$ cat src/rtl/neko_cpu_pkg.sv
// Shared definitions for the neko CPU front end.
//   XLEN      : datapath width
//   REG_IDX_W : register index width
//   NUM_REGS  : number of architectural registers in the bank
//   opf_state_t    : operand-fetch sequencer states
//   opf_first_state: state entered after an accept. It depends on which
//                    source indices are nonzero, because x0 reads skip the bank.
package neko_cpu_pkg;

  localparam int XLEN      = 32;
  localparam int REG_IDX_W = 4;
  localparam int NUM_REGS  = 16;

  typedef enum logic [1:0] {
    IDLE   = 2'd0,
    READ_A = 2'd1,
    READ_B = 2'd2,
    VALID  = 2'd3
  } opf_state_t;

  // x0 always reads as zero, so a zero index skips its bank read entirely.
  function automatic opf_state_t opf_first_state(input logic [REG_IDX_W-1:0] rs1,
                                                 input logic [REG_IDX_W-1:0] rs2);
    if (rs1 != '0)      return READ_A;
    else if (rs2 != '0) return READ_B;
    else                return VALID;
  endfunction

endpackage

$ cat src/rtl/opf_port_mux.sv
// Single-port register bank arbitration for the operand-fetch sequencer.
// A writeback always wins the port. A read gets the port only when no writeback
// holds it.
// Optional feature (macro OPERAND_FETCH_BYPASS_EN): a writeback to the exact
// register being read forwards its data into the operand, so the read does not stall.
// Ports:
//   reset        : forces rb_write low while asserted
//   state        : current sequencer state
//   rs1, rs2     : latched source indices
//   wb_valid/wb_rd/wb_data : writeback request
//   rb_data_out  : combinational bank read data
//   rb_select/rb_write/rb_data_in : bank port drive
//   capture      : the operand register for the current read state loads this cycle
//   capture_data : value that operand register loads
module opf_port_mux
  import neko_cpu_pkg::*;
(
  input  logic                 reset,
  input  opf_state_t           state,
  input  logic [REG_IDX_W-1:0] rs1,
  input  logic [REG_IDX_W-1:0] rs2,
  input  logic                 wb_valid,
  input  logic [REG_IDX_W-1:0] wb_rd,
  input  logic [XLEN-1:0]      wb_data,
  input  logic [XLEN-1:0]      rb_data_out,
  output logic [REG_IDX_W-1:0] rb_select,
  output logic                 rb_write,
  output logic [XLEN-1:0]      rb_data_in,
  output logic                 capture,
  output logic [XLEN-1:0]      capture_data
);

  logic                 wb_port;
  logic                 reading;
  logic [REG_IDX_W-1:0] src;

  // The writeback owns the port whenever it targets a real register. A write to
  // x0 is dropped, so the port stays free for a pending read.
  always_comb begin
    wb_port      = wb_valid && (wb_rd != '0);
    reading      = (state == READ_A) || (state == READ_B);
    src          = (state == READ_B) ? rs2 : rs1;
    rb_select    = '0;
    rb_write     = 1'b0;
    rb_data_in   = wb_data;
    capture      = 1'b0;
    capture_data = rb_data_out;
    if (wb_port) begin
      rb_select = wb_rd;
      rb_write  = !reset;
    end else if (reading) begin
      rb_select = src;
      capture   = 1'b1;
    end
`ifdef OPERAND_FETCH_BYPASS_EN
    if (reading && wb_port && (wb_rd == src)) begin
      capture      = 1'b1;
      capture_data = wb_data;
    end
`endif
  end

endmodule

$ cat src/rtl/operand_fetch.sv
// Operand-fetch and writeback sequencer. It sits between the decoder and the
// single-port 16x32 register bank. Reads of rs1 and rs2 are serialised onto the
// bank port. Writebacks take priority on that port. Both operands and rd go to
// the execute stage with a valid/ready handshake.
// Optional feature (macro OPERAND_FETCH_BYPASS_EN): writeback-to-operand forwarding
// during a read, implemented in opf_port_mux.
// Ports:
//   clk, reset      : clock, synchronous active-high reset
//   id_valid/id_ready, id_rs1/id_rs2/id_rd : decoder handshake and indices
//   ex_valid/ex_ready, ex_op_a/ex_op_b/ex_rd : execute handshake and operands
//   wb_valid/wb_rd/wb_data : writeback request, accepted in the cycle it is presented
//   rb_select/rb_write/rb_data_in/rb_data_out : register bank port
module operand_fetch
  import neko_cpu_pkg::*;
(
  input  logic                 clk,
  input  logic                 reset,
  input  logic                 id_valid,
  output logic                 id_ready,
  input  logic [REG_IDX_W-1:0] id_rs1,
  input  logic [REG_IDX_W-1:0] id_rs2,
  input  logic [REG_IDX_W-1:0] id_rd,
  output logic                 ex_valid,
  input  logic                 ex_ready,
  output logic [XLEN-1:0]      ex_op_a,
  output logic [XLEN-1:0]      ex_op_b,
  output logic [REG_IDX_W-1:0] ex_rd,
  input  logic                 wb_valid,
  input  logic [REG_IDX_W-1:0] wb_rd,
  input  logic [XLEN-1:0]      wb_data,
  output logic [REG_IDX_W-1:0] rb_select,
  output logic                 rb_write,
  output logic [XLEN-1:0]      rb_data_in,
  input  logic [XLEN-1:0]      rb_data_out
);

  opf_state_t           state;
  logic [REG_IDX_W-1:0] rs1_q;
  logic [REG_IDX_W-1:0] rs2_q;
  logic                 accept;
  logic                 capture;
  logic [XLEN-1:0]      capture_data;

  opf_port_mux u_port_mux (
    .reset        (reset),
    .state        (state),
    .rs1          (rs1_q),
    .rs2          (rs2_q),
    .wb_valid     (wb_valid),
    .wb_rd        (wb_rd),
    .wb_data      (wb_data),
    .rb_data_out  (rb_data_out),
    .rb_select    (rb_select),
    .rb_write     (rb_write),
    .rb_data_in   (rb_data_in),
    .capture      (capture),
    .capture_data (capture_data)
  );

  // A new instruction is taken when idle. It is also taken in the same cycle the
  // execute stage consumes the current one, which allows back-to-back issue.
  always_comb begin
    ex_valid = (state == VALID);
    id_ready = (state == IDLE) || ((state == VALID) && ex_ready);
    accept   = id_valid && id_ready;
  end

  // Sequencer state machine. A zero source index preloads 0 into its operand at
  // accept and is never read from the bank. A read state holds until the port
  // mux grants a capture.
  always_ff @(posedge clk) begin
    if (reset) begin
      state   <= IDLE;
      rs1_q   <= '0;
      rs2_q   <= '0;
      ex_rd   <= '0;
      ex_op_a <= '0;
      ex_op_b <= '0;
    end else if (accept) begin
      rs1_q <= id_rs1;
      rs2_q <= id_rs2;
      ex_rd <= id_rd;
      if (id_rs1 == '0) ex_op_a <= '0;
      if (id_rs2 == '0) ex_op_b <= '0;
      state <= opf_first_state(id_rs1, id_rs2);
    end else begin
      case (state)
        READ_A: begin
          if (capture) begin
            ex_op_a <= capture_data;
            state   <= (rs2_q != '0) ? READ_B : VALID;
          end
        end
        READ_B: begin
          if (capture) begin
            ex_op_b <= capture_data;
            state   <= VALID;
          end
        end
        VALID: begin
          if (ex_ready) state <= IDLE;
        end
        default: state <= IDLE;
      endcase
    end
  end

endmodule
$ cat config.mk
export PLATFORM = sky130hd
export DESIGN_NAME = operand_fetch
export DESIGN_NICKNAME = d
export VERILOG_FILES = /design/src/rtl/neko_cpu_pkg.sv /design/src/rtl/opf_port_mux.sv /design/src/rtl/operand_fetch.sv
export SDC_FILE = /design/constraint.sdc
export NUM_CORES = 1
export LEC_CHECK = 0
export ABC_AREA = 1
export BUFFER_PORTS_ARGS = -buffer_cell sky130_fd_sc_hd__buf_2
export CAP_MARGIN = 40
export CORE_MARGIN = 2
export CORE_UTILIZATION = 35
export DETAILED_ROUTE_END_ITERATION = 12
export GPL_TIMING_DRIVEN = 0
export MAX_ROUTING_LAYER = met4
export SLEW_MARGIN = 40
export SYNTH_ARGS = -nofsm -noshare
export SYNTH_HDL_FRONTEND = slang
export SYNTH_SLANG_ARGS = --single-unit
export TNS_END_PERCENT = 5
$ cat constraint.sdc
create_clock -name clk -period 2.3 [get_ports clk]
set_input_delay 0.345 -clock clk [delete_from_list [all_inputs] [get_ports clk]]
set_output_delay 0.345 -clock clk [all_outputs]
set_load 0.01 [all_outputs]
==> run_results.csv, run 1 <==
group,metric,value,unit
power,p_clk_share,24.7,%
power,powerDensity,862,nW/um^2
timing,period_share,89.7,%
layout,drive_gt1_share,35.7,%
power,p_int,0.00269,W
run_status,status,"completed",
global_routing,grt_pass1_vias,3532,
logic_synthesis,synth_top_cell_by_area,"dfxtp_1",
floorplanning,row_count,38,
logic_synthesis,yosysSeqAreaShare,39.7,%
timing,fin_tns_setup,0,ns
logic_synthesis,synth-edff-count,0,
timing,drv_slew,0,
logic_synthesis,syn_nets,651,
placement,routabilityCongestion,0.856,
clocking,clk_latency,0.36,ns
clocking,cts_buffers,9,
logic_synthesis,synth.area.top_cells,"dfxtp_1 (40%), nor2_1 (11%), nand2_1 (9.0%)",
power,ir_drop,342,uV
placement,io_buffers,158,
timing,relSlewSlack,65.5,%
global_routing,antenna_found_initial,0,
logic_synthesis,synth_ff_type,"dfxtp_1",
logic_synthesis,syn_inst,562,
floorplanning,start_util,36.1,%
clocking,cts_resized,0,
logic_synthesis,syn_area,3940,um^2
flow_run,maxCapViolCount,0,
logic_synthesis,ys_warn_count,0,
setup_path,crit_path_start_kind,"flip-flop",
drt,finalWirelength,11300,um
logic_synthesis,synthTopCellsByCount,"nor2_1 (112), nand2_1 (94), dfxtp_1 (78)",
power,p_sw_share,39.0,%
layout,stdcell_area,5110,um^2
drt,viasPerCell,4.55,
power,p_leak,2.75,nW
setup_path,criticalPathCategory,"flip-flop to output pin",
timing,setup_viol,0,
clocking,post_cts_buffers,0,
timing,clock_skew,0.00953,ns
min_path,hp-class,"primary input to flip-flop",
timing,worst_slew_pin_slew,0.517,ns
power,combPwrFrac,39.6,%
logic_synthesis,async_flop_share,0,%
placement,dp_hpwl,8760,um
floorplanning,die_area,12100,um^2
setup_path,arrival,1.72,ns
setup_path,required,1.96,ns
logic_synthesis,ys_seq_elements,78,
logic_synthesis,synth_cell_type_count,24,
layout,nets,820,
logic_synthesis,synth_top_area_share,39.7,%
layout,fillCellCount,1178,
floorplanning,dieHeight,110,um
setup_path,r2r_setup_slack,0.52,ns
setup_path,endpoint_kind,"output pin",
logic_synthesis,syn_area_per_cell,7.00,um^2
clocking,hold_buffers,0,
timing,rsz0062_at_grt,"no",
setup_path,crit_fanout,7,
placement,post-place-ws,0.539,ns
layout,diodes,0,
clocking,cts.sinks,78,
global_routing,grt_pass1_wl,17500,um
clocking,cts.path.max_buffers,2,
drt,drtAntennaViolNets,0,
timing,fin_ws,0.236,ns
drt,drtPass1Iterations,4,
floorplanning,fp.dieW,110,um
drt,routedWlPerCell,12.9,um
drt,drc_errors,0,
global_routing,grt_max_degree,14,
placement,post_dp_cell_area,4900,um^2
clocking,cts-root-buf,"clkbuf_8",
floorplanning,core,10900,um^2
drt,vias,3989,
timing,hold_violations,0,
power,seq_power_share,35.6,%
clocking,clk_pin_slew,0.09,ns
global_routing,grt.total_usage,19.5,%
drt,drt_iter0_drc,187,
global_routing,grt-ovfl-total,0,
clocking,cts_max_level,3,
floorplanning,io_pins,192,
power,power.switching,0.00172,W
logic_synthesis,synth.most_common_cell,"nor2_1",
clocking,cts_tree,"done",
power,power.total,0.00440,W
timing,period_minus_slack,2.06,ns
layout,area_delta_synth_final,29.9,%
timing,max_freq,485,MHz
-- layer usage --
layer,vias to the layer above,share of wire [%],routed length (um),GRT usage [%]
li1,2047,-,-,-
met1,1798,44,4960,23.8
met2,137,48,5420,31.9
met3,7,7.6,856,4.76
met4,0,0.82,93,5.70
met5,-,0,0,-
-- worst max-delay path, stage by stage (launching register included) --
cell	delay, ns
dfxtp_1	0.39
inv_1	0.08
ha_1	0.39
nand2_2	0.17
o21ai_0	0.18
buf_2	0.15
-- power by group through the flow --
stage | Sequential (W) | Combinational [W] | Clock, W
floorplan | 0.00164 | 0.00119 | 0
global placement | 0.00160 | 0.00173 | 0
detailed placement | 0.00160 | 0.00176 | 0
CTS | 0.00157 | 0.00177 | 0.00113
global route | 0.00159 | 0.00197 | 0.00119
finish | 0.00157 | 0.00175 | 0.00109
-- kinds of logic (layout without fill, tap and decap cells) --
kind of cell | after synthesis | count (layout) | share of synthesized area (%)
AO/OA/AOI/OAI | 55 | 55 | 7.09
adder cells (fa/ha/maj) | 4 | 4 | 1.27
buffers and inverters | 125 | 299 | 17.6
flip-flops | 78 | 78 | 39.7
multiplexers | 2 | 2 | 0.509
AND/OR/NAND/NOR | 298 | 298 | 33.9
-- layout make-up --
| type | count | area, um^2 | share of cell area (%) |
|---|---|---|---|
| well taps | 140 | 175 | 3.43 |
| inverters | 63 | 236 | 4.63 |
| repair buffers | 158 | 791 | 15.5 |
| clock buffers | 11 | 151 | 2.96 |
| clock inverters | 5 | 57.6 | 1.13 |
| plain buffers | 62 | 454 | 8.89 |
| multi-input cells | 359 | 1680 | 32.9 |
| flip-flops and latches | 78 | 1560 | 30.6 |
-- state kept, by name, summed over array words and instances, names as in the netlist --
name     cells
ex_op_b     32
ex_op_a     32
ex_rd        4
state        2
rs1_q        4
rs2_q        4
-- final timing paths --
| path | start | to | cells after the start |
|---|---|---|---|
| worst max register to register | state[0] | ex_op_b[12] | 9 |
| worst min register to register | ex_op_a[29] | ex_op_a[29] | 2 |
| worst min-delay path | id_rd[0] | ex_rd[0] | 3 |
| worst max-delay path | state[1] | rb_select[3] | 5 |
-- cells in the final DEF (no fill, tap or decap), types with 12 or more instances in the layout --
master	synthesis	final
buf_2	12	170
nand2_1	94	94
a21oi_1	36	36
nor2_1	112	112
buf_4	35	35
dfxtp_1	78	78
inv_1	58	58
nor2_2	12	12
o21ai_0	18	18
nand3_1	63	63
-- stage by stage --
stage	instances	util [%]	hold WS, ns
5_1_grt	876	46.9	0.238
3_5_place_dp	860	45.0	0.452
2_1_floorplan	562	-	0.450
6_report	876	46.9	0.245
3_3_place_gp	860	45.0	0.445
4_1_cts	876	46.9	0.223
No activity file was read; power rests on OpenSTA's default activity.
==> inputs of run 2 (changes only) <==
Settings changed: SETUP_SLACK_MARGIN from default to 0.4.
==> run 2 against run 1 <==
Compared with the run above: die area stayed put; largest cell class unchanged; flip-flop and latch count unchanged; largest power group unchanged; clock power about the same; routed wire length is 0.94% higher; setup slack improved by 0.20 ns; clock skew about the same; hold slack worse by 0.0014 ns; highest routed layer unchanged.
==> run_results.csv, run 2 (same netlist as run 1, synthesis figures left out) <==
group,metric,value,unit
setup_path,worstPathBufferInverterCount,2,
global_routing,grt.total_usage,19.6,%
timing,rsz0062_at_grt,"yes",
power,power.switching,0.00175,W
min_path,min_path_cells,3,
placement,post_dp_cell_area,4900,um^2
layout,final_common_cell,"buf_2",
power,p_clk_share,24.1,%
drt,viasPerCell,4.55,
drt,drt_iter0_drc,175,
setup_path,required,1.96,ns
timing,period_minus_slack,1.86,ns
global_routing,grt_pass1_vias,3554,
run_status,status,"completed",
setup_path,endpoint_kind,"output pin",
clocking,cts_buffers,9,
global_routing,busiest_layer,"met2",
clocking,cts.sinks,78,
floorplanning,start_util,36.1,%
placement,io_buffers,158,
min_path,whs_endpoint,"ex_rd[0]",
power,p_int,0.00276,W
global_routing,grt_max_degree,14,
setup_path,criticalPathCategory,"flip-flop to output pin",
layout,nets,824,
global_routing,antenna_found_initial,0,
floorplanning,die_area,12100,um^2
timing,drv_slew,0,
timing,fin_tns_setup,0,ns
setup_path,worstReg2RegEnd,"ex_op_b[31]",
timing,max_freq,538,MHz
setup_path,crit_chain,"inv_1 > ha_4 > nand2_4 > o21ai_0 > buf_2",
flow_run,maxCapViolCount,0,
clocking,cts_max_level,3,
placement,routabilityCongestion,0.856,
drt,drc_errors,0,
clocking,cts_tree,"done",
global_routing,grt_pass1_wl,17600,um
power,power.total,0.00451,W
timing,setup_viol,0,
layout,area_delta_synth_final,31.4,%
min_path,hp-start,"id_rd[0]",
drt,drtAntennaViolNets,0,
global_routing,grt-ovfl-total,0,
floorplanning,io_pins,192,
setup_path,r2r_start,"state[0]",
power,ir_drop,311,uV
clocking,cts-root-buf,"clkbuf_8",
layout,most-common-layout-cells,"buf_2 (169), nor2_1 (112), nand2_1 (93)",
timing,clock_skew,0.00962,ns
global_routing,met3_usage,4.94,%
setup_path,critical_path.top_delay_family,"flip-flops",
floorplanning,core,10900,um^2
power,combPwrFrac,41.1,%
drt,finalWirelength,11400,um
floorplanning,fp.dieW,110,um
min_path,hp-class,"primary input to flip-flop",
layout,stdcell_area,5170,um^2
drt,drtPass1Iterations,4,
global_routing,met2_usage,32.0,%
floorplanning,dieHeight,110,um
timing,period_share,80.9,%
placement,dp_hpwl,8760,um
layout,drive_gt1_share,36.9,%
setup_path,crit_fanout,7,
setup_path,ff2ff_path_depth,12,
clocking,clk_pin_slew,0.09,ns
timing,fin_ws,0.440,ns
layout,top_regs,"ex_op_a: 32 flops, ex_op_b: 32 flops",
power,powerDensity,873,nW/um^2
layout,diodes,0,
timing,timing.hold.ws,0.244,ns
power,p_leak,2.77,nW
setup_path,arrival,1.51,ns
clocking,clk_latency,0.36,ns
global_routing,met1_usage,23.9,%
setup_path,crit_path_start_kind,"flip-flop",
drt,vias,4005,
timing,hold_violations,0,
setup_path,r2r_setup_slack,0.49,ns
setup_path,slowest_delay,0.36,ns
floorplanning,row_count,38,
clocking,cts.path.max_buffers,2,
timing,worst_slew_pin_slew,0.541,ns
power,p_sw_share,38.8,%
timing,relSlewSlack,64.0,%
drt,routedWlPerCell,13.0,um
setup_path,critPathSlowestCell,"dfxtp_2",
power,seq_power_share,34.9,%
placement,post-place-ws,0.539,ns
[run 2: cell types whose count changed in the layout (fill, tap and decap cells not counted), sizes merged]
cell,previous run,this run
buf,215,219
[run 2: metal layers]
metal | up-vias | part of all wire (%)
met3 | 5 | 8.1
li1 | 2053 | -
met4 | 0 | 0.76
met1 | 1808 | 44
met2 | 139 | 47
met5 | - | 0
[run 2: power groups by stage]
stage / Sequential [W] / Clock (W) / Combinational, W
2_1_floorplan: 0.00164 / 0 / 0.00119
3_3_place_gp: 0.00160 / 0 / 0.00173
3_5_place_dp: 0.00160 / 0 / 0.00176
4_1_cts: 0.00157 / 0.00113 / 0.00183
5_1_grt: 0.00159 / 0.00119 / 0.00208
6_report: 0.00157 / 0.00109 / 0.00185
[run 2: metrics by stage]
stage / std cells / util (%)
6_report: 880 / 47.5
5_1_grt: 880 / 47.5
4_1_cts: 877 / 47.2
3_5_place_dp: 860 / 45.0
3_3_place_gp: 860 / 45.0
2_1_floorplan: 562 / -
[run 2: worst reg2reg max path, cell delays in order, from the launching register on]
cell and delay [ns]:
dfxtp_2 0.35, buf_4 0.11, ha_1 0.20, nand2_2 0.10, nand2_4 0.09, nand2_4 0.11
nand2_2 0.08, nand2_1 0.06, inv_2 0.16, nand2_4 0.13, buf_6 0.17, nor2_1 0.09
nor2_1 0.05
[run 2: how the worst max path moves through the flow]
stage / startpoint / end / slack (ns) / cells past startpoint
floorplan: state[1] / ex_op_b[14] / 0.73 / 11
global placement: state[1] / ex_op_b[4] / 0.57 / 11
detailed placement: state[1] / ex_op_b[0] / 0.54 / 9
CTS: state[1] / rb_select[3] / 0.39 / 5
global route: state[0] / ex_op_b[5] / 0.30 / 12
finish: state[1] / rb_select[3] / 0.44 / 5
[run 2: layout make-up]
cell class,count,area [um^2]
repair buffers,162,821
multi-input cells,359,1710
well taps,140,175
inverters,63,236
flip-flops and latches,78,1560
clock inverters,5,57.6
plain buffers,62,460
fillers,1171,5720
clock buffers,11,151
[run 2: timing repair]
action	4_1_cts	5_1_grt
hold endpoints to repair	0	0
setup endpoints to repair	4	44
pin swaps	0	2
hold buffers	0	0
buffers inserted	1	3
gates resized for setup	11	3
==> inputs of run 3 (changes only) <==
Settings changed: PLACE_DENSITY from default to 0.66.
Clock period 2.3 ns to 1.7 ns, I/O delays scaled along.
==> run 3 against run 2 <==
Compared with the run above: the flow now finishes with violations (negative setup slack); hold slack worse by 0.095 ns; die area unchanged; clock-buffer cell count unchanged; cell area is 12% higher; via count grew 2.8%; critical path depth grew 1; total power up 58%; sequential share of layout area fell by 3.1 points; first-iteration DRC count rose by 35%; final cell count increased by 1.7%; routed wire length grew 4.3%; critical path type unchanged; critical endpoint unchanged; highest routed layer unchanged.
==> run_results.csv, run 3 (same netlist as run 1, synthesis figures left out) <==
group,metric,value,unit
global_routing,grt_max_degree,14,
floorplanning,io_pins,192,
setup_path,ff2ff_path_depth,10,
timing,relSlewSlack,61.9,%
layout,nets,839,
timing,setup_viol,4,
setup_path,criticalPathCategory,"flip-flop to output pin",
layout,final_common_cell,"buf_2",
power,seq_power_share,30.4,%
floorplanning,dieHeight,110,um
drt,vias,4118,
power,combPwrFrac,47.5,%
timing,period_minus_slack,1.72,ns
clocking,cts_max_level,3,
clocking,cts-root-buf,"clkbuf_8",
layout,area_delta_synth_final,46.8,%
setup_path,slowest_delay,0.36,ns
timing,clock_skew,0.00763,ns
power,p_sw_share,38.4,%
timing,period_share,101,%
setup_path,required,1.44,ns
floorplanning,fp.dieW,110,um
layout,fillCellCount,1058,
layout,regArea,1570,um^2
drt,viasPerCell,4.60,
power,power.switching,0.00274,W
layout,multi_input_area,1990,um^2
floorplanning,core,10900,um^2
drt,finalWirelength,11900,um
setup_path,critPathSlowestCell,"dfxtp_4",
setup_path,crit_path_start_kind,"flip-flop",
drt,drc_errors,0,
power,p_clk_share,22.0,%
placement,routabilityCongestion,0.837,
setup_path,crit_chain,"inv_4 > ha_4 > buf_6 > mux2i_1 > o21ai_1 > buf_2",
power,p_leak,2.97,nW
min_path,hp-class,"primary input to flip-flop",
run_status,violations,"negative setup slack",
clocking,cts.sinks,78,
power,powerDensity,1230,nW/um^2
global_routing,antenna_found_initial,0,
power,p_int,0.00439,W
timing,fin_ws,-0.0162,ns
drt,drtAntennaViolNets,0,
layout,stdcell_area,5780,um^2
global_routing,grt.total_usage,19.3,%
drt,routedWlPerCell,13.3,um
placement,io_buffers,158,
layout,top_regs,"ex_op_a: 32 flops, ex_op_b: 32 flops",
floorplanning,row_count,38,
clocking,cts.path.max_buffers,2,
placement,post_dp_cell_area,4950,um^2
layout,diodes,0,
timing,drv_slew,0,
floorplanning,die_area,12100,um^2
timing,max_freq,583,MHz
setup_path,endpoint_kind,"output pin",
min_path,min_path_cells,3,
clocking,cts_buffers,9,
floorplanning,start_util,36.1,%
global_routing,grt-ovfl-total,0,
clocking,clk_pin_slew,0.08,ns
setup_path,arrival,1.46,ns
timing,fin_tns_setup,-0.0514,ns
run_status,status,"finished with violations",
clocking,cts_tree,"done",
drt,drtPass1Iterations,4,
global_routing,grt_pass1_vias,3629,
placement,dp_hpwl,8660,um
flow_run,maxCapViolCount,0,
clocking,clk_latency,0.35,ns
global_routing,grt_pass1_wl,17600,um
timing,rsz0062_at_grt,"yes",
setup_path,crit_fanout,5,
layout,most-common-layout-cells,"buf_2 (160), nor2_1 (111), dfxtp_1 (76)",
drt,drt_iter0_drc,236,
layout,drive_gt1_share,45.2,%
power,ir_drop,546,uV
timing,worst_slew_pin_slew,0.572,ns
timing,hold_violations,0,
==> run 3: cell types whose count changed in the layout (fill, tap and decap cells not counted), moves of 7 or more <==
cell and delta:
o21ai_0 -12, nand2_2 +17, nand2_1 -24, nand3_2 +7, buf_2 -9, buf_8 +8
o21ai_2 +11, nand3_1 -7, buf_4 +7
==> run 3: path summary, 6_finish.rpt <==
path,slack [ns],startpoint,endpoint
max reg2reg,0.05,state[0],ex_op_a[3]
max,-0.02,state[0],rb_select[3]
min,0.15,id_rd[0],ex_rd[0]
min reg2reg,0.46,ex_op_a[10],ex_op_a[10]
==> run 3: metrics by stage <==
stage / utilization (%) / power [W] / std cells / hold WS (ns) / setup slack, ns
floorplan: - / 0.00393 / 562 / 0.420 / 0.244
global placement: 45.4 / 0.00458 / 860 / 0.444 / 0.0773
detailed placement: 45.4 / 0.00463 / 860 / 0.452 / 0.0301
CTS: 48.5 / 0.00643 / 880 / 0.144 / -0.0335
global route: 53.0 / 0.00758 / 895 / 0.144 / -0.0687
finish: 53.0 / 0.00713 / 895 / 0.149 / -0.0162
==> run 3: power groups by stage <==
| stage | registers [W] | clock network, W | logic, W |
|---|---|---|---|
| after floorplan | 0.00223 | 0 | 0.00169 |
| after CTS | 0.00216 | 0.00161 | 0.00267 |
| after detailed placement | 0.00218 | 0 | 0.00245 |
| after global placement | 0.00218 | 0 | 0.00240 |
| final | 0.00217 | 0.00157 | 0.00339 |
| after global routing | 0.00219 | 0.00169 | 0.00370 |
==> run 3: final cells by class <==
type	count	share of cell area (%)
clock inverter	5	1.41
clock buffer	11	2.45
timing repair buffer	177	16.9
buffer	62	10.1
tap	140	3.03
multi-input combinational	359	34.5
sequential	78	27.2
inverter	63	4.44
==> run 3: what timing repair did <==
| action | CTS | global route |
|---|---|---|
| setup endpoints to repair | 84 | 85 |
| buffers inserted | 3 | 13 |
| hold buffers | 0 | 0 |
| pin swaps | 6 | 32 |
| gates cloned | 1 | 2 |
| resized for setup | 29 | 113 |
==> run 3: per-layer routing <==
metal	GRT usage, %	wire length [um]	vias to the layer above
li1	-	-	2083
met1	23.9	5280	1864
met5	-	0	-
met2	32.2	5760	158
met3	3.00	735	13
met4	6.51	152	0
==> run 3: worst max-delay path, delay by kind of cell, from the launching register on <==
family                     cells  cell delay, ns
muxes                          1            0.20
buffers and inverters          3            0.34
AOI/OAI and AO/OA              1            0.08
DFF                            1            0.36
adders and majority gates      1            0.13
